--- src/rtl/dllp_acknak_rx.sv ---
// ACK/NAK DLLP receiver: frames 3-word DLLPs, checks CRC-16, reports ACK/NAK
// with sequence number, counts discarded DLLPs and runs the replay timer.
module dllp_acknak_rx #(
    parameter logic [15:0] REPLAY_LIMIT = 16'd711,
    parameter int          ERR_W        = 8
) (
    input  logic             clk,
    input  logic             reset_n,
    input  logic             dllp_valid,
    input  logic             dllp_sop,
    input  logic [15:0]      din,
    input  logic             tx_pending,
    output logic [1:0]       ack_nack,
    output logic [11:0]      seq,
    output logic             tim_out,
    output logic [ERR_W-1:0] err_cnt
);

    localparam logic [15:0] CRC_POLY = 16'h100B;
    localparam logic [15:0] CRC_INIT = 16'hFFFF;
    localparam logic [7:0]  TYPE_ACK = 8'h00;
    localparam logic [7:0]  TYPE_NAK = 8'h10;

    typedef enum logic [1:0] {
        S_IDLE = 2'd0,
        S_GOT0 = 2'd1,
        S_GOT1 = 2'd2
    } state_t;

    state_t      r_state, w_state_nxt;
    logic [15:0] r_crc, w_crc_nxt;
    logic [7:0]  r_type, w_type_nxt;
    logic [11:0] r_seq_buf, w_seq_buf_nxt;
    logic [15:0] r_timer;
    logic        w_accept;
    logic        w_err_inc;
    logic        w_expire;
    logic [1:0]  w_code;

    // Advances a running CRC by one 16-bit word, MSB first.
    function automatic logic [15:0] crc_word(input logic [15:0] crc_in,
                                             input logic [15:0] data);
        logic [15:0] c;
        c = crc_in;
        for (int i = 15; i >= 0; i--) begin
            if (c[15] ^ data[i]) c = {c[14:0], 1'b0} ^ CRC_POLY;
            else                 c = {c[14:0], 1'b0};
        end
        return c;
    endfunction

    always_comb begin
        // NOTE: every signal gets a default first so no path leaves it unassigned (no latches).
        w_state_nxt   = r_state;
        w_crc_nxt     = r_crc;
        w_type_nxt    = r_type;
        w_seq_buf_nxt = r_seq_buf;
        w_accept      = 1'b0;
        w_err_inc     = 1'b0;
        if (dllp_valid) begin
            if (dllp_sop) begin
                // A new start always wins; anything in flight is discarded as an error.
                w_err_inc   = (r_state != S_IDLE);
                w_state_nxt = S_GOT0;
                w_type_nxt  = din[15:8];
                w_crc_nxt   = crc_word(CRC_INIT, din);
            end else begin
                case (r_state)
                    S_GOT0: begin
                        w_seq_buf_nxt = din[11:0];
                        w_crc_nxt     = crc_word(r_crc, din);
                        w_state_nxt   = S_GOT1;
                    end
                    S_GOT1: begin
                        w_state_nxt = S_IDLE;
                        w_crc_nxt   = CRC_INIT;
                        if (din == ~r_crc)
                            w_accept = (r_type == TYPE_ACK) || (r_type == TYPE_NAK);
                        else
                            w_err_inc = 1'b1;
                    end
                    default: w_state_nxt = S_IDLE;
                endcase
            end
        end
    end

    assign w_code   = (r_type == TYPE_ACK) ? 2'b01 : 2'b10;
    assign w_expire = tx_pending && (r_timer == REPLAY_LIMIT - 16'd1);

    // NOTE: sequential state uses non-blocking assignments only, so all registers update together.
    always_ff @(posedge clk or negedge reset_n) begin
        if (!reset_n) begin
            r_state   <= S_IDLE;
            r_crc     <= CRC_INIT;
            r_type    <= 8'h00;
            r_seq_buf <= 12'h000;
        end else begin
            r_state   <= w_state_nxt;
            r_crc     <= w_crc_nxt;
            r_type    <= w_type_nxt;
            r_seq_buf <= w_seq_buf_nxt;
        end
    end

    // An accepted ACK/NAK restarts the timer and masks a coincident expiry.
    always_ff @(posedge clk or negedge reset_n) begin
        if (!reset_n) begin
            ack_nack <= 2'b00;
            seq      <= 12'h000;
            tim_out  <= 1'b0;
            r_timer  <= 16'h0000;
            err_cnt  <= '0;
        end else begin
            ack_nack <= w_accept ? w_code : 2'b00;
            if (w_accept) seq <= r_seq_buf;
            tim_out  <= w_expire && !w_accept;
            if (!tx_pending || w_accept || w_expire) r_timer <= 16'h0000;
            else                                     r_timer <= r_timer + 16'd1;
            if (w_err_inc && (err_cnt != '1)) err_cnt <= err_cnt + 1'b1;
        end
    end

endmodule

--- config.mk ---
export PLATFORM = sky130hd
export DESIGN_NAME = dllp_acknak_rx
export DESIGN_NICKNAME = d
export VERILOG_FILES = /design/src/rtl/dllp_acknak_rx.sv
export SDC_FILE = /design/constraint.sdc
export NUM_CORES = 1
export LEC_CHECK = 0
export BUFFER_PORTS_ARGS = -buffer_cell sky130_fd_sc_hd__buf_2
export CAP_MARGIN = 10
export CORE_MARGIN = 2
export CORE_UTILIZATION = 36
export CTS_CLUSTER_DIAMETER = 60
export DETAILED_ROUTE_END_ITERATION = 10
export PLACE_DENSITY = 0.59
export SLEW_MARGIN = 15
export SYNTH_ARGS = -nofsm -noshare
export SYNTH_HDL_FRONTEND = slang
export SYNTH_SLANG_ARGS = --single-unit
--- constraint.sdc ---
create_clock -name clk -period 2.9 [get_ports clk]
set_input_delay 0.58 -clock clk [delete_from_list [all_inputs] [get_ports clk]]
set_output_delay 0.58 -clock clk [all_outputs]
set_load 0.01 [all_outputs]
# Word level (Yosys, flattened, before mapping)
# Cells that the tools add are included.
# totals
output_inout_bits	23
regBits	77
inputBits	21
wordCells	217
# classes
reduce_logical	14
add_sub_neg	2
n_eq_ne	6
bitwise	64
muxes	122
# op_table
cell	n
$mux W16	77
$mux W13	32
$not A4 Y4	31
$pmux W16 S2	1
$xor A1 B1 Y1	31
$add A16 B1 Y16 const B	1
$eq A16 B10 Y1 const B	1
$eq A16 B16 Y1	1
$not A16 Y16	1
$add A8 B1 Y8 const B	1
$eq A8 B5 Y1 const B	1
$logic_not A8 Y1	1
$mux W1	8
$mux W2	4
$ne A8 B8 Y1 const B	1
$reduce_and A2 Y1	2
$logic_and A1 B1 Y1	3
$logic_or A1 B1 Y1	3
$reduce_and A3 Y1	1
$reduce_bool A3 Y1	1
$eq A2 B1 Y1 const B	1
$eq A2 B2 Y1 const B	1
$logic_not A1 Y1	2
$reduce_bool A2 Y1	1
$not A1 Y1	1

# Depth between registers and ports, before layout
# depth
ltp_word	79
ltp_mapped	11
ltp_nobuf	8

# Least setup slack after synthesis
# Ideal clock, no wire load.
# synth_timing
path_type	input to register
start	in din[10]
end	reg seq[10]
required_time_ns	2.772
setup_ns	0.128
arrival_ns	2.403
path_buffers	3
slack_ns	0.369
path_stages	8
cell_sequence	buf_4 xnor2_1 or4_1 nor3_1 and3_1 buf_2 buf_4 mux2_1
# synth_via
elab_chain_len	5
# synth_rtl
element	line	source
from (decl)	11	input logic [15:0] din,
$eq A16 B16 Y1	77	if (din == ~r_crc)
$mux W1	77	
$mux W1	68	case (r_state)
$mux W1	61	if (dllp_sop) begin
$mux W1	60	if (dllp_valid) begin
to (signal assigned)	116	if (w_accept) seq <= r_seq_buf;
to (decl)	14	output logic [11:0] seq,
# Every way passes these cells.
# A chain may end at the register's enable or synchronous reset.

# Final worst setup path
# layout_timing
start	reg r_crc[13]
end	reg r_crc[4]
# layout_via
elab_chain_len	56
# layout_rtl
element	line	source
from (decl)	31	logic [15:0] r_crc, w_crc_nxt;
from (signal assigned)	100	r_crc <= w_crc_nxt;
$mux W16	68	
$mux W16	61	
$mux W16	60	
$mux W16	68	
$mux W16	61	
$mux W16	60	
$xor A1 B1 Y1	46	if (c[15] ^ data[i]) c = {c[14:0], 1'b0} ^ CRC_POLY;
$mux W13	46	
(+40 left out)	n/a	
$xor A1 B1 Y1	46	
$mux W13	46	
$mux W16	68	
$mux W16	61	
$mux W16	60	
$mux W13	46	
$pmux W16 S2	68	
$mux W16	61	
# Every way passes these cells. The select of a mux whose other input is x is not followed.

==> flow_summary.yaml <==
route:
  vias_per_cell: 4.91
  route.detailed.drc: 0
  vias: 3012
  ant_nets: 0
  drtIter0Drc: 123
  drt-wirelength-per-cell_um: 16.7
  drt_pass1_iterations: 4
  wl_um: 10200
floorplan:
  num_rows: 41
  num_io_pins: 44
  die_area_mm2: 0.0140
  core_mm2: 0.0127
  start_util_pct: 37.1
  die-width_um: 118
  die_h_um: 118
clock_tree:
  clkLatencyLatePin_ns: 0.33
  cts_hold_buf: 0
  post_cts.repair.setup_buffers: 0
  root_buffer: "clkbuf_16"
  numCtsBuffers: 9
  clk_pin_slew_ns: 0.06
  cts_resized: 0
  cts_max_level: 3
  cts.path.max_buffers: 2
  cts_tree: "yes"
  cts_sinks: 77
global_routing:
  grtUsageMet1_pct: 20.5
  antenna_found_initial: 0
  grt_max_degree: 78
  grt_pass1_vias: 3188
  gr-total-overflow: 0
  grt_use_met2_pct: 25.6
  met3_usage_pct: 3.67
  grt_use_total_pct: 15.6
  grt-busiest-layer: "met2"
  grt_pass1_wl_um: 17100
sta:
  min_period_over_period_pct: 86.6
  fmax_mhz: 398
  period_needed_ns: 2.51
  finalClockSkew_ns: 0.00560
  final_hold_viol_count: 0
  setup_tns_ns: 0
  finalMaxSlewViolations: 0
  setup_violations: 0
  rsz0062_at_grt: "false"
  slew_headroom_pct: 34.6
  worstMarginPinSlew_ns: 0.981
pwr:
  pwr_density_cell_mw_per_mm2: 1250
  leakage_nw: 2.47
  ir_drop_mv: 0.558
synthesis:
  syn-cell-area_mm2: 0.00470
  synth_nets: 406
  synth_edf_count: 0
  ys_warn_count: 0
  ys_seq_area_share_pct: 41.4
  yosysUniqueCellTypes: 50
  synth-async-reset-ratio_pct: 100
  synth_flop_cell: "dfrtp_1"
  avgSynthCellArea_um2: 12.4
  ys_ff_latch: 77
  synthCells: 380
placed_design:
  gp_congestion: 0.906
  io_buffers: 43
  dpl-instance-area_mm2: 0.00517
  hpwl_um: 7510
setup_path:
  cp.required_ns: 3.16
  worst_setup_path_start_kind: "flop"
  critical_path_class: "reg -> reg"
  crit_fanout: 5
  critPathArrivalTime_ns: 2.78
  worstSetupEndpointType: "flop"
layout:
  syn2layout_area_growth_pct: 16.3
  nets: 462
  finalInstanceArea_mm2: 0.00547
  final_util_pct: 43.2
  fillCellCount: 1211
  antenna_cells: 0
  register_area_mm2: 0.00195
  drive_gt1_share_pct: 32.7
  multi_input_area_mm2: 0.00261
flow_run:
  maxCapViolations: 0
status:
  outcome: "finished, final reports clean"
hold_path:
  hp-class: "in -> async"
power breakdown:
part	internal, mW	leakage [nW]	switching [mW]
logic	2.26	1.37	1.89
clock network	0.665	0.138	0.445
registers	1.39	0.963	0.184
cell families after synthesis:
| family | count (synthesis) | share of synthesized area (%) |
|---|---|---|
| AOI/OAI and AO/OA | 45 | 7.45 |
| adders and majority gates | 5 | 1.33 |
| muxes | 33 | 7.90 |
| xor gates and xnor gates | 128 | 30.8 |
| and+or+nand+nor | 68 | 7.72 |
| buffers and inverters | 24 | 3.41 |
| DFF | 77 | 41.4 |
cell type report:
cell class | count | share of cell area, %
clock buffers | 10 | 4.19
clock inverters | 6 | 1.17
inverters | 6 | 0.503
multi-input cells | 279 | 47.6
flip-flops and latches | 77 | 35.6
well taps | 172 | 3.94
repair buffers | 63 | 6.96
Yosys cell counts (2+ instances only):
cell       number  share of area (%)
mux2_1          8                1.9
mux2_2         25                6.0
buf_4           4               0.64
buf_2           2               0.21
clkbuf_8        2               0.59
nor2_1         22                1.8
xnor3_1         5                2.4
and3_1          8                1.1
nand2_1         8               0.64
inv_1           4               0.32
o21ai_0         2               0.21
xnor2_4         6                3.5
dfrtp_1        61                 32
o21ai_1         2               0.21
xnor2_2         3                1.0
and2_1          3               0.40
xnor2_1        78                 15
dfstp_2        16                8.9
xnor3_2         3                1.5
o211ai_1        4               0.64
a221oi_1       14                2.6
nand4_1         4               0.53
nor3_1          2               0.21
buf_6           3               0.72
and4_1          2               0.37
ha_1            5                1.3
clkbuf_1        6               0.48
nor4_1          4               0.53
nand3_1         6               0.64
xnor3_4         2                1.1
inv_4           2               0.27
o2111ai_1       2               0.37
a21o_1         14                2.2
or4_1           4               0.64
xor2_1         28                5.2
a21oi_1         2               0.21
final timing paths:
check	startpoint	endpoint	slack, ns	cells after the start
setup / recovery	r_crc[13]	r_crc[4]	0.39	6
hold reg to reg	r_type[4]	ack_nack[0]	0.44	1
min in group clk	r_type[4]	ack_nack[0]	0.44	1
hold / removal	reset_n	err_cnt[3]	0.37	1
max in group asynchronous	reset_n	r_timer[9]	1.86	1
setup reg to reg	r_crc[13]	r_crc[4]	0.39	6
worst max-delay path, cell delays in order (launching register included):
cell and delay (ns):
dfstp_2 0.57, xor2_4 0.24, xnor3_2 0.57, xnor2_4 0.21, xor2_1 0.20, or4_1 0.41
a32o_1 0.24
sequential cells by signal, summed over array words and instances, names as in the netlist:
name,cells
tim_out,1
r_crc,16
r_state,2
r_type,8
r_timer,16
r_seq_buf,12
err_cnt,8
ack_nack,2
seq,12
per-stage QoR:
step	cells	worst slack (ns)	hold WS [ns]	power, mW
2_1_floorplan	380	0.369	0.284	5.04
4_1_cts	613	0.386	0.440	6.88
3_5_place_dp	597	0.204	0.434	5.74
5_1_grt	613	0.288	0.475	7.28
3_3_place_gp	597	0.214	0.428	5.71
6_report	613	0.388	0.372	6.83
cells in the final DEF (no fill, tap or decap), types with 9 or more instances in the layout:
master / synthesis / final
nor2_1: 22 / 22
dfstp_2: 16 / 16
buf_2: 2 / 42
dfrtp_1: 61 / 61
xor2_1: 28 / 28
xnor2_1: 78 / 78
clkbuf_16: 0 / 9
a21o_1: 14 / 14
mux2_2: 25 / 25
a221oi_1: 14 / 14
buf_4: 4 / 20
per-layer routing:
| layer | share of wire, % | vias to the layer above |
|---|---|---|
| met5 | 0 | - |
| met2 | 48 | 48 |
| met3 | 3.3 | 10 |
| met4 | 1.3 | 0 |
| li1 | - | 1432 |
| met1 | 47 | 1522 |
(Power assumes the default switching activity.)
